===== config.mk =====
export PLATFORM = sky130hd
export DESIGN_NAME = uart_axis_tx
export DESIGN_NICKNAME = d
export VERILOG_FILES = /design/src/rtl/uart_axis_tx.sv
export SDC_FILE = /design/constraint.sdc
export NUM_CORES = 1
export LEC_CHECK = 0
export BUFFER_PORTS_ARGS = -buffer_cell sky130_fd_sc_hd__buf_2
export CORE_MARGIN = 2
export CORE_UTILIZATION = 45
export CTS_CLUSTER_DIAMETER = 50
export CTS_CLUSTER_SIZE = 25
export DETAILED_ROUTE_END_ITERATION = 12
export HOLD_SLACK_MARGIN = 0.08
export PLACE_DENSITY = 0.66
export SKIP_CTS_REPAIR_TIMING = 1
export SYNTH_ARGS = -nofsm -noshare
export SYNTH_HDL_FRONTEND = slang
export SYNTH_SLANG_ARGS = --single-unit

===== constraint.sdc =====
create_clock -name aclk -period 2.5 [get_ports aclk]
set_input_delay 0.125 -clock aclk [delete_from_list [all_inputs] [get_ports aclk]]
set_output_delay 0.125 -clock aclk [all_outputs]
set_load 0.005 [all_outputs]

===== src/rtl/uart_axis_tx.sv =====
// AXI-Stream to UART serializer: one character per handshake, framed as
// start / data LSB-first / optional parity / stop bits, paced by an external baud strobe.
module uart_axis_tx #(
    parameter int PARITY_ENA  = 0,
    parameter int PARITY_TYPE = 0,
    parameter int STOP_BITS   = 1,
    parameter int DATA_BITS   = 8
) (
    input  logic       aclk,
    input  logic       arst,
    input  logic [7:0] s_axis_tdata,
    input  logic       s_axis_tvalid,
    output logic       s_axis_tready,
    input  logic       uart_ena,
    output logic       txd
);
    localparam int N  = 1 + DATA_BITS + PARITY_ENA + STOP_BITS;
    localparam int CW = $clog2(N + 1);
    localparam logic [7:0] DMASK = 8'((1 << DATA_BITS) - 1);

    typedef enum logic {ST_IDLE, ST_SEND} state_t;

    state_t         state_q, state_d;
    logic [N-1:0]   shift_q, shift_d;
    logic [CW-1:0]  cnt_q, cnt_d;
    logic           txd_q, txd_d;
    logic           tready_q, tready_d;

    logic [7:0]     data_m;
    logic           par;
    logic [N-1:0]   frame;

    assign data_m = s_axis_tdata & DMASK;

    always_comb begin
        par = 1'b0;
        if (PARITY_TYPE == 0)      par = ^data_m;
        else if (PARITY_TYPE == 1) par = ~(^data_m);
        else if (PARITY_TYPE == 2) par = 1'b1;
        else                       par = 1'b0;
    end

    // Frame bit 0 goes out first; unused upper positions default to stop (1).
    always_comb begin
        frame    = '1;
        frame[0] = 1'b0;
        for (int i = 0; i < DATA_BITS; i++) begin
            frame[1 + i] = data_m[i];
        end
        if (PARITY_ENA != 0) begin
            frame[1 + DATA_BITS] = par;
        end
    end

    always_ff @(posedge aclk or posedge arst) begin
        if (arst) begin
            state_q  <= ST_IDLE;
            shift_q  <= '0;
            cnt_q    <= '0;
            txd_q    <= 1'b1;
            tready_q <= 1'b0;
        end else begin
            state_q  <= state_d;
            shift_q  <= shift_d;
            cnt_q    <= cnt_d;
            txd_q    <= txd_d;
            tready_q <= tready_d;
        end
    end

    always_comb begin
        state_d  = state_q;
        shift_d  = shift_q;
        cnt_d    = cnt_q;
        txd_d    = txd_q;
        tready_d = tready_q;
        unique case (state_q)
            ST_IDLE: begin
                txd_d    = 1'b1;
                tready_d = 1'b1;
                // tready_q gates the handshake so the cycle right after reset accepts nothing.
                if (s_axis_tvalid && tready_q) begin
                    shift_d  = frame;
                    cnt_d    = CW'(N);
                    state_d  = ST_SEND;
                    tready_d = 1'b0;
                end
            end
            ST_SEND: begin
                tready_d = 1'b0;
                if (uart_ena) begin
                    if (cnt_q != '0) begin
                        txd_d   = shift_q[0];
                        shift_d = {1'b1, shift_q[N-1:1]};
                        cnt_d   = cnt_q - CW'(1);
                    end else begin
                        // Last stop bit just finished its full baud period.
                        txd_d    = 1'b1;
                        state_d  = ST_IDLE;
                        tready_d = 1'b1;
                    end
                end
            end
            default: begin
                state_d = ST_IDLE;
            end
        endcase
    end

    assign txd           = txd_q;
    assign s_axis_tready = tready_q;
endmodule


### Word-level counts from Yosys, hierarchy flattened

Cells that the tools add are included.

* output and inout bits: 2
* bits in registers: 17
* input port bits: 12
* word-level logic and storage cells: 32

* add/sub/neg operators: 1
* mux-type cells: 19
* bitwise operators: 1
* reduce and logical (&&, ||, !) cells: 3
* equality and inequality tests: 3

Operators with widths (count)
* 10-bit 2-to-1 mux: 3
* 10-bit one-hot mux with 2 select lines: 1
* 4-bit 2-to-1 mux: 3
* 1-bit 2-to-1 mux: 8
* 4-bit one-hot mux with 2 select lines: 1
* 1-bit one-hot mux with 2 select lines: 3
* 2-bit inequality test, second input constant: 2
* 4-bit nonzero test: 1
* 4-bit by 1-bit subtractor with 4-bit output, second input constant: 1
* 3-bit AND reduction: 1
* 2-bit by 1-bit inequality test with 1-bit output, second input constant: 1
* 1-bit logical AND: 1
* 1-bit inverter: 1

### Logic depth before layout (Yosys ltp)

Gate-level depths: netlist of the first run.

* depth after elaboration: 4
* gate-level depth with buffers: 6
* depth with buffers taken out: 6

### Worst setup path before layout of the first run

No wires, ideal clock.

* kind: register to register
* from: register cnt_q[0]
* to: register shift_q[1]
* slack: 1.111 ns
* arrival time: 1.266 ns
* path buffers: 0
* period minus slack after synthesis: 1.389 ns
* cell stages (with the launch flop): 7
* library setup time: 0.123 ns
* data required time: 2.377 ns
* cell sequence: dfrtp_1 > inv_1 > ha_1 > nand2b_4 > o21ai_4 > a21oi_4 > o221a_1

* longest elaborated chain between the ends: 3

RTL lines
* from (decl): line 25 `logic [CW-1:0] cnt_q, cnt_d;`
* from (signal assigned): line 65 `cnt_q <= cnt_d;`
* 4-bit nonzero test: line 92 `if (cnt_q != '0) begin`
* 2-bit by 1-bit inequality test with 1-bit output (no line)
* 3-bit AND reduction (no line)
* to (signal assigned): line 64 `shift_q <= shift_d;`
* to (decl): line 24 `logic [N-1:0] shift_q, shift_d;`

Every way passes these cells.
A chain may end at the register's enable or synchronous reset.

### Worst setup path in the final report of the first run

* from: register state_q
* to: register cnt_q[3]

* longest elaborated chain between the ends: 3
* elaborated cells on any way between the ends: 6
* those cells by class: 3 x eq/ne; 1 x mux; 1 x bitwise; 1 x reduce/logical

RTL lines
* from (decl): line 23 `state_t state_q, state_d;`
* from (signal assigned): line 63 `state_q <= state_d;`
* 1-bit inverter
* 2-bit inequality test (no line)
* 3-bit AND reduction (no line)

Parallel ways exist; a longest one is shown, timed or not.

==> key figures, run 1 <==
GRT
  • Initial antenna violation count: 0
  • GRT Residual Overflow: 0
  • Vias in the first global route: approximately 650
  • Global-route wire length before repair: approximately 2900 um
  • Gr usage total: 15.6%
  • Largest net degree at the start of global routing: 25

Die
  • Number of I/O pins: 14
  • Die area: approximately 0.0024 sq mm
  • Die H: 48.5 um
  • Row count: 16
  • Core ar.: 0.00192 sq mm
  • Die width: 48.5 um
  • Initial Util: 46.4%

Critical path
  • Critical path data arrival time: 1.80 ns
  • RR Endpoint: cnt_q[3]
  • R2r startpoint: state_q
  • Startpoint Class: flip-flop
  • Critical path capture point type: flip-flop
  • FF-to-FF path depth: 4
  • Crit-path max FO: 24
  • R2R Setup Slk: 0.86 ns
  • Worst Path Required: 2.66 ns
  • Crit path kind: reg2reg

Synthesis
  • Seq/Total Area, Yosys: 47.9%
  • Top cell type's share of synthesized area: 44.9%
  • Synth top area cells: dfrtp_1, nand2_1, o221a_1
  • Mapped Cells: 87
  • Ys Warns: 0
  • Syn Area/Cell: 10.2 sq um
  • Mapped Nets: 101
  • Mapped cell area: roughly 890 sq um
  • Post-synthesis sequential element count: 17
  • Unique masters post-synth: 28
  • Post-synth top area cell: dfrtp_1

Timing
  • Slew Limit Fails: 0
  • Unrepaired setup endpoints after global routing: false
  • Final setup viols: 0
  • Clk_skew: 0.00519 ns
  • Final Hold Viols: 0
  • Slew @ Worst Pin: 0.728 ns
  • Minimum clock period: 1.64 ns
  • Setup TNS: 0 ns
  • Tcrit/Tclk final: 65.6%
  • Slew margin rel.: 51.5%
  • Worst Slack Setup Final: 0.861 ns
  • Achievable Freq: 0.610 GHz

Final layout
  • Utilization after layout: 52.0%
  • Layout cells sized above 1: between 20% and 30%
  • Post-route cell area: about 1000 sq um
  • Fin cells: 129
  • Nets: roughly 120
  • Fillcell total: ~190
  • Ant. Diodes: 0
  • Area of the multi-input gates: 410 sq um
  • Most common cell after layout, fill and taps aside: dfrtp_1
  • Commonest non-fill, non-tap cells in the layout: dfrtp_1, buf_2, nand2_1
  • Storage cell area: 427 sq um
  • Synth-to-layout area growth: 12.1%

Clock tree
  • Worst skew pair latency: 0.30 ns
  • Clk slew on worst S/H paths: around 0.10 ns
  • H-tree depth: 1
  • CTS sink count: 17
  • CTS tree: yes
  • CTS max path bufs: 2
  • Inserted Clock Buffers: 3
  • Clock root buffer: clkbuf_4

Min path
  • Hold Crit Class: in2reg
  • Hold wc startpoint: s_axis_tdata[7]
  • Worst hold stages: 3
  • Worst Hold End: shift_q[8]

Route
  • Drt pass-1 iters: 4
  • Antenna-violating nets left: 0
  • Post-Route WL: 1730 um
  • WL/cell: 13.4 um
  • DR iter-0 viols: 14
  • Drt drc: 0
  • Post-DR vias/cell: around 5.3
  • Via count: 678

Place
  • Dpl ws: 0.865 ns
  • IO buf count: 13
  • Cell total after placement: 124
  • Placed cell areas: approximately 960 sq um
  • Gpl congestion: 0.821
  • Post-DP HPWL: 1210 um

Power and ir drop
  • Peak supply drop: around 750 uV
  • PD cells: between 1000 and 1500 mW/mm^2
  • Static leakage: 0.446 nW

Outcome
  • Status: finished clean

Run
  • Max_cap viols: 0
stage by stage:
stage          total power, W  hold slack [ns]
4_1_cts               0.00109          -0.0690
2_1_floorplan        0.000845           0.0503
6_report              0.00108            0.156
3_5_place_dp         0.000933            0.257
3_3_place_gp         0.000925            0.248
5_1_grt               0.00117            0.173
cells in the mapped netlist:
cell type  instances
o221a_1            3
nand3b_1           1
or3_1              3
ha_1               2
and3_1             4
inv_1              7
a21oi_4            1
o21ai_4            1
dfrtp_1           16
a31oi_1            5
o22ai_1            1
o21ai_0            4
nor3_2             1
buf_2              1
nand2_2            1
nand2b_4           1
mux2i_1            2
o21a_1             2
nand2_1           12
a21oi_1            3
o21a_4             1
and4_2             1
dfstp_2            1
nor2_1             4
nand3_1            2
buf_6              2
a211oi_1           4
nor3_1             1
final cells by class:
class / instances / area share (%)
Timing Repair Buffer: 14 / 7.52
Tap cell: 27 / 3.38
Sequential cell: 17 / 42.7
Multi-Input combinational cell: 60 / 41.1
Inverter: 7 / 2.63
Clock buffer: 4 / 2.63
cells by family after synthesis:
family | Yosys count | share of synthesized area [%]
AOI/OAI and AO/OA | 25 | 22.3
adders and majority gates | 2 | 2.81
buffers and inverters | 10 | 6.04
DFF | 17 | 47.9
muxes | 2 | 2.25
and+or+nand+nor | 31 | 18.7
report_power, final:
part           total (W)  switching (W)  internal (W)
registers       0.000544       0.000146      0.000397
logic           0.000379       0.000196      0.000183
clock network   0.000154      0.0000913     0.0000622
total            0.00108       0.000433      0.000643
worst max-delay path, cell delays in order, from the launching register on:
cell	delay, ns
dfrtp_1	0.83
nand3b_1	0.23
nor3_2	0.18
mux2i_1	0.18
o21ai_0	0.09
state kept, by name (all words and copies together) (netlist names):
name           cells
cnt_q              4
s_axis_tready      1
shift_q           10
state_q            1
txd                1
worst max path at each step:
stage / startpoint / end / slack (ns)
6_report: state_q / cnt_q[3] / 0.86
5_1_grt: state_q / cnt_q[3] / 0.76
4_1_cts: state_q / cnt_q[3] / 0.85
3_5_place_dp: state_q / cnt_q[3] / 0.86
3_3_place_gp: state_q / cnt_q[3] / 0.88
2_1_floorplan: cnt_q[0] / shift_q[1] / 1.11
routing by layer:
metal / up-vias / wire length (um) / GRT usage [%]
met3: 5 / 46 / 1.85
met4: 0 / 38 / 7.14
met5: - / 0 / 0
li1: 343 / - / -
met1: 319 / 860 / 21.9
met2: 11 / 782 / 24.3
(Power assumes the default switching activity.)
==> inputs of run 2 (changes only) <==
--- a/config.mk
+++ b/config.mk
@@ -12,7 +12,7 @@
 export CTS_CLUSTER_SIZE = 25
 export DETAILED_ROUTE_END_ITERATION = 12
 export HOLD_SLACK_MARGIN = 0.08
-export PLACE_DENSITY = 0.66
+export PLACE_DENSITY = 0.68
 export SKIP_CTS_REPAIR_TIMING = 1
 export SYNTH_ARGS = -nofsm -noshare
 export SYNTH_HDL_FRONTEND = slang
==> constraint.sdc (replaced) <==
create_clock -name aclk -period 1.4 [get_ports aclk]
set_input_delay 0.07 -clock aclk [delete_from_list [all_inputs] [get_ports aclk]]
set_output_delay 0.07 -clock aclk [all_outputs]
set_load 0.005 [all_outputs]
==> key figures, run 2 (synthesis gave the netlist of run 1 again) <==
Power and ir drop
  • Peak supply drop: 997 uV (+33%)
  • Clock power share: 12.6% (-1.7 points)
  • Static leakage: 0.483 nW (+8.3%)
  • Pint: 0.00127 W (+98%)
  • Switching Fraction: 40.2% (about the same)
  • PD cells: 1980 mW/mm^2 (+84%)
  • P_sw: 0.000857 W (+98%)
  • Part of the power in combinational logic: 45.8% (+11 points)
  • Tot Pwr: 0.00213 W (+98%)
  • Sequential share of power: 41.5% (-9.0 points)

Route
  • Post-DR vias/cell: 5.43 (+3.2%)
  • Post-Route WL: 1900 um (+10%)
  • Drt drc: 0 (unchanged)
  • DR iter-0 viols: 14 (unchanged)
  • Antenna-violating nets left: 0 (unchanged)
  • WL/cell: 14.0 um (+4.4%)
  • Drt pass-1 iters: 4 (unchanged)
  • Via count: 738 (+8.8%)

Critical path
  • Critical path capture point type: flip-flop
  • Critical path data arrival time: 1.53 ns (-0.27 ns)
  • Startpoint Class: flip-flop
  • Family with the most delay on the worst path: compound AO/OA/AOI/OAI gates
  • Crit-path max FO: 7 (-71%)
  • Largest stage delay on the critical path: 0.40 ns (-0.43 ns)
  • Buf+Inv Stages, Crit Path: 1 (+1)
  • Worst Path Required: 1.59 ns (-1.07 ns)
  • Slowest CP cell: dfrtp_1
  • RR Endpoint: shift_q[8]
  • FF-to-FF path depth: 6 (+2)
  • Worst-path cell chain: inv_2, ha_4, nand2b_4, o21ai_4, a21oi_4, o221a_1
  • R2r startpoint: cnt_q[1]
  • R2R Setup Slk: 0.06 ns (-0.80 ns)
  • Crit path kind: reg2reg
  • WP depth: 6 (+2)

Final layout
  • Largest register FFs: 10 (unchanged)
  • Most common cell after layout, fill and taps aside: dfrtp_1
  • Registers with the most flip-flops: shift_q: 10 flops, cnt_q: 4 flops
  • Storage cell area: 427 sq um (unchanged)
  • Fillcell total: 195 (+1.6%)
  • Post-route cell area: 0.00108 sq mm (+7.8%)
  • Nets: 124 (+6.0%)
  • Largest register by flop count: shift_q
  • Ant. Diodes: 0 (unchanged)
  • Synth-to-layout area growth: 20.8%
  • Area of the multi-input gates: 430 sq um (+4.9%)
  • Commonest non-fill, non-tap cells in the layout: dfrtp_1, buf_2, nand2_1
  • Layout cells sized above 1: 33.0% (+9.5 points)

Min path
  • Hold wc startpoint: s_axis_tdata[0]
  • Worst hold stages: 3 (unchanged)
  • Worst Hold End: shift_q[1]
  • Hold Crit Class: in2reg

Die
  • Number of I/O pins: 14 (unchanged)
  • Core ar.: 0.00192 sq mm (unchanged)
  • Row count: 16 (unchanged)
  • Initial Util: 46.4% (unchanged)
  • Die H: 48.5 um (unchanged)
  • Die area: 0.00235 sq mm (unchanged)
  • Die width: 48.5 um (unchanged)

Clock tree
  • Clock root buffer: clkbuf_4
  • H-tree depth: 1 (unchanged)
  • Clk slew on worst S/H paths: 0.10 ns (about the same)
  • CTS max path bufs: 2 (unchanged)
  • Worst skew pair latency: 0.29 ns (about the same)
  • CTS sink count: 17 (unchanged)
  • Inserted Clock Buffers: 3 (unchanged)
  • CTS tree: yes

Timing
  • Clk_skew: 0.00268 ns (-0.00251 ns)
  • Slew margin rel.: 56.3% (+4.8 points)
  • Tcrit/Tclk final: 95.8% (+30 points)
  • Slew @ Worst Pin: 0.655 ns (-0.0729 ns)
  • Final setup viols: 0 (unchanged)
  • Final Hold Viols: 0 (unchanged)
  • Unrepaired setup endpoints after global routing: false
  • Slew Limit Fails: 0 (unchanged)
  • Achievable Freq: 0.746 GHz (+22%)
  • Minimum clock period: 1.34 ns (-0.298 ns)

Run
  • Max_cap viols: 0 (unchanged)

GRT
  • GRT Residual Overflow: 0 (unchanged)
  • Gr usage total: 17.9% (+2.3 points)
  • Global-route wire length before repair: 3300 um (+15%)
  • Vias in the first global route: 766 (+19%)
  • Initial antenna violation count: 0 (unchanged)
  • Largest net degree at the start of global routing: 18 (-28%)

Outcome
  • Status: finished clean

Place
  • Gpl congestion: 0.825 (+0.46%)
  • Placed cell areas: 0.00101 sq mm (+4.7%)
  • Post-DP HPWL: 1360 um (+12%)
  • IO buf count: 13 (unchanged)
-- run 2: worst register-to-register path, delay by kind of cell, from the launching register on --
kind / cells / cell delay, ns
buffers and inverters: 1 / 0.08
AO/OA/AOI/OAI: 3 / 0.53
adder cells (fa/ha/maj): 1 / 0.15
AND/OR/NAND/NOR: 1 / 0.07
flip-flops: 1 / 0.40
-- run 2: layout make-up --
type                    instances  area share, %
clock inverters                 1          0.465
clock buffers                   3           2.09
inverters                       7           2.44
flip-flops and latches         17           39.7
multi-input cells              60           40.0
repair buffers                 21           12.2
well taps                      27           3.14
-- run 2: metrics by stage --
| step | cells | setup slack (ns) | hold slack, ns | utilization, % | setup TNS, ns |
|---|---|---|---|---|---|
| floorplan | 87 | 0.0109 | -0.00466 | - | 0 |
| CTS | 134 | -0.0167 | -0.133 | 53.8 | -0.0446 |
| detailed placement | 130 | 0.00293 | 0.190 | 52.4 | 0 |
| finish | 136 | 0.0595 | 0.125 | 56.0 | 0 |
| global placement | 130 | 0.0137 | 0.183 | 52.4 | 0 |
| global route | 136 | 0.00156 | 0.131 | 56.0 | 0 |
-- run 2: metal layers --
| layer | global-route usage (%) | wire [um] | vias up |
|---|---|---|---|
| li1 | - | - | 357 |
| met1 | 23.1 | 909 | 361 |
| met2 | 31.3 | 912 | 16 |
| met3 | 2.16 | 60 | 4 |
| met4 | 5.71 | 18 | 0 |
| met5 | 0 | 0 | - |
-- run 2: power by group through the flow --
stage               logic [W]  clock network [W]  registers (W)
floorplan            0.000636                  0       0.000872
global route          0.00110           0.000293       0.000916
finish               0.000977           0.000269       0.000885
global placement     0.000877                  0       0.000875
detailed placement   0.000900                  0       0.000882
CTS                  0.000903           0.000271       0.000875
-- run 2: worst max-delay path by stage --
stage | startpoint | end | slack (ns)
final | cnt_q[1] | shift_q[8] | 0.06
after floorplan | cnt_q[0] | shift_q[1] | 0.01
after detailed placement | cnt_q[0] | shift_q[8] | 0.003
after global routing | s_axis_tready | shift_q[1] | 0.002
after CTS | cnt_q[0] | shift_q[8] | -0.02
after global placement | cnt_q[0] | shift_q[8] | 0.01
==> inputs of run 3 (changes only) <==
--- a/config.mk
+++ b/config.mk
@@ -7,12 +7,13 @@
 export LEC_CHECK = 0
 export BUFFER_PORTS_ARGS = -buffer_cell sky130_fd_sc_hd__buf_2
 export CORE_MARGIN = 2
-export CORE_UTILIZATION = 45
+export CORE_UTILIZATION = 40
 export CTS_CLUSTER_DIAMETER = 50
 export CTS_CLUSTER_SIZE = 25
 export DETAILED_ROUTE_END_ITERATION = 12
+export GPL_ROUTABILITY_DRIVEN = 0
 export HOLD_SLACK_MARGIN = 0.08
-export PLACE_DENSITY = 0.68
+export PLACE_DENSITY = 0.62
 export SKIP_CTS_REPAIR_TIMING = 1
 export SYNTH_ARGS = -nofsm -noshare
 export SYNTH_HDL_FRONTEND = slang
==> key figures, run 3 (synthesis gave the netlist of run 1 again) <==
Min path
  • Worst hold stages: 3 (unchanged)
  • Hold wc startpoint: s_axis_tdata[0]
  • Hold Crit Class: in2reg
  • Worst Hold End: shift_q[1]

Final layout
  • Post-route cell area: 0.00109 sq mm (+1.2%)
  • Most common cell after layout, fill and taps aside: dfrtp_1
  • Registers with the most flip-flops: shift_q: 10 flops, cnt_q: 4 flops
  • Layout cells sized above 1: 35.5% (+2.4 points)
  • Ant. Diodes: 0 (unchanged)
  • Largest register by flop count: shift_q
  • Commonest non-fill, non-tap cells in the layout: dfrtp_1, buf_2, nand2_1
  • Synth-to-layout area growth: 22.2%
  • Largest register FFs: 10 (unchanged)
  • Nets: 125 (+0.81%)

Power and ir drop
  • P_sw: 0.000866 W (+0.98%)
  • Part of the power in combinational logic: 45.8% (about the same)
  • PD cells: 1980 mW/mm^2 (-0.16%)
  • Sequential share of power: 41.5% (about the same)
  • Pint: 0.00129 W (+1.0%)
  • Peak supply drop: 965 uV (-3.2%)
  • Static leakage: 0.487 nW (+0.81%)
  • Switching Fraction: 40.2% (about the same)
  • Clock power share: 12.7% (about the same)

Critical path
  • Buf+Inv Stages, Crit Path: 2 (+1)
  • Worst Path Required: 1.62 ns (+0.03 ns)
  • Family with the most delay on the worst path: flip-flops
  • RR Endpoint: shift_q[4]
  • FF-to-FF path depth: 7 (+1)
  • R2R Setup Slk: 0.02 ns (-0.04 ns)
  • R2r startpoint: cnt_q[0]
  • Slowest CP cell: dfrtp_1
  • Largest stage delay on the critical path: 0.41 ns (about the same)
  • Crit path kind: reg2reg
  • Crit-path max FO: 4 (-3)
  • Critical path data arrival time: 1.60 ns (+0.07 ns)
  • Startpoint Class: flip-flop
  • Critical path capture point type: flip-flop
  • Worst-path cell chain: inv_2, ha_4, nand2b_4, o21ai_4, buf_6, nand2_2, a31oi_1

Clock tree
  • Inserted Clock Buffers: 3 (unchanged)
  • CTS max path bufs: 2 (unchanged)
  • Worst skew pair latency: 0.31 ns (+0.02 ns)
  • Clk slew on worst S/H paths: 0.11 ns (about the same)
  • Clock root buffer: clkbuf_4
  • H-tree depth: 1 (unchanged)
  • CTS tree: yes
  • CTS sink count: 17 (unchanged)

Timing
  • Worst Slack Setup Final: 0.0208 ns (-0.0387 ns)
  • Unrepaired setup endpoints after global routing: true
  • Setup TNS: 0 ns (unchanged)
  • Slew @ Worst Pin: 0.638 ns (-0.0167 ns)
  • Clk_skew: 0.0131 ns (+0.0104 ns)
  • Slew margin rel.: 57.4% (+1.1 points)
  • Tcrit/Tclk final: 98.5% (+2.8 points)
  • Achievable Freq: 0.725 GHz (-2.8%)
  • Fin Hold WS: 0.0923 ns (-0.0330 ns)
  • Minimum clock period: 1.38 ns (+0.0387 ns)
  • Final Hold Viols: 0 (unchanged)
  • Final setup viols: 0 (unchanged)
  • Slew Limit Fails: 0 (unchanged)

Die
  • Initial Util: 41.5% (-4.9 points)
  • Core ar.: 0.00215 sq mm (+12%)
  • Die H: 51.2 um (+5.6%)
  • Row count: 17 (+1)
  • Die area: 0.00262 sq mm (+11%)
  • Die width: 51.2 um (+5.6%)
  • Number of I/O pins: 14 (unchanged)

Route
  • Via count: 738 (unchanged)
  • Post-Route WL: 1920 um (+0.79%)
  • Drt drc: 0 (unchanged)
  • Drt pass-1 iters: 4 (unchanged)
  • DR iter-0 viols: 21 (+7)
  • Antenna-violating nets left: 0 (unchanged)
  • WL/cell: 13.9 um (-0.67%)
  • Post-DR vias/cell: 5.35 (-1.4%)

Place
  • IO buf count: 13 (unchanged)
  • Post-DP HPWL: 1360 um (about the same)
  • Placed cell areas: 0.00101 sq mm (+0.12%)
  • Dpl ws: -0.00894 ns (-0.0119 ns)

GRT
  • Global-route wire length before repair: 3110 um (-5.9%)
  • Initial antenna violation count: 0 (unchanged)
  • GRT Residual Overflow: 0 (unchanged)
  • Largest net degree at the start of global routing: 18 (unchanged)
  • Vias in the first global route: 679 (-11%)
  • Gr usage total: 16.0% (-1.8 points)

Run
  • Max_cap viols: 0 (unchanged)

Outcome
  • Status: finished clean
==> run 3: cell count changes in the layout (fill, tap and decap cells not counted) <==
| cell | previous run | this run |
|---|---|---|
| o21ai_1 | 2 | 1 |
| nand2_4 | 1 | 0 |
| nand2_2 | 1 | 3 |
| a31oi_2 | 0 | 1 |
| a31oi_1 | 5 | 4 |
| nand2_1 | 11 | 10 |
| buf_4 | 6 | 7 |
| o21ai_0 | 2 | 3 |
==> run 3: power by group through the flow <==
| stage | Combinational [W] | Clock (W) | Sequential, W |
|---|---|---|---|
| after floorplan | 0.000636 | 0 | 0.000872 |
| after global placement | 0.000886 | 0 | 0.000887 |
| after detailed placement | 0.000905 | 0 | 0.000889 |
| after CTS | 0.000910 | 0.000274 | 0.000879 |
| after global routing | 0.00109 | 0.000296 | 0.000916 |
| final | 0.000985 | 0.000273 | 0.000894 |
==> run 3: layout make-up <==
type | instances | area, sq um
clock buffers | 3 | 22.5
clock inverters | 1 | 5.00
fillers | 222 | 1060
inverters | 7 | 26.3
multi-input cells | 60 | 434
flip-flops and latches | 17 | 427
well taps | 28 | 35.0
repair buffers | 22 | 139
==> run 3: worst max path at each step <==
stage / from / to / cells after the start / slack, ns
after floorplan: cnt_q[0] / shift_q[1] / 6 / 0.01
after detailed placement: cnt_q[0] / shift_q[2] / 6 / -0.009
after global placement: cnt_q[0] / shift_q[8] / 6 / 0.01
after CTS: cnt_q[0] / shift_q[8] / 6 / -0.03
final: cnt_q[0] / shift_q[4] / 7 / 0.02
after global routing: cnt_q[1] / shift_q[4] / 7 / -0.05
==> run 3: tightest hold or removal path, stage by stage <==
cell	delay, ns
buf_2	0.07
or3_1	0.08
o221a_1	0.15
==> run 3: layer usage <==
metal	global-route usage, %	part of all wire [%]	vias up
li1	-	-	355
met1	21.5	47	357
met2	25.3	47	21
met3	2.05	4.2	5
met4	8.11	1.7	0
met5	0	0	-
==> run 3: metrics by stage <==
step	cells	utilization, %	total power (W)
after floorplan	87	-	0.00151
after global placement	131	46.9	0.00177
after detailed placement	131	46.9	0.00179
after CTS	135	48.2	0.00206
after global routing	138	50.7	0.00230
final	138	50.7	0.00215
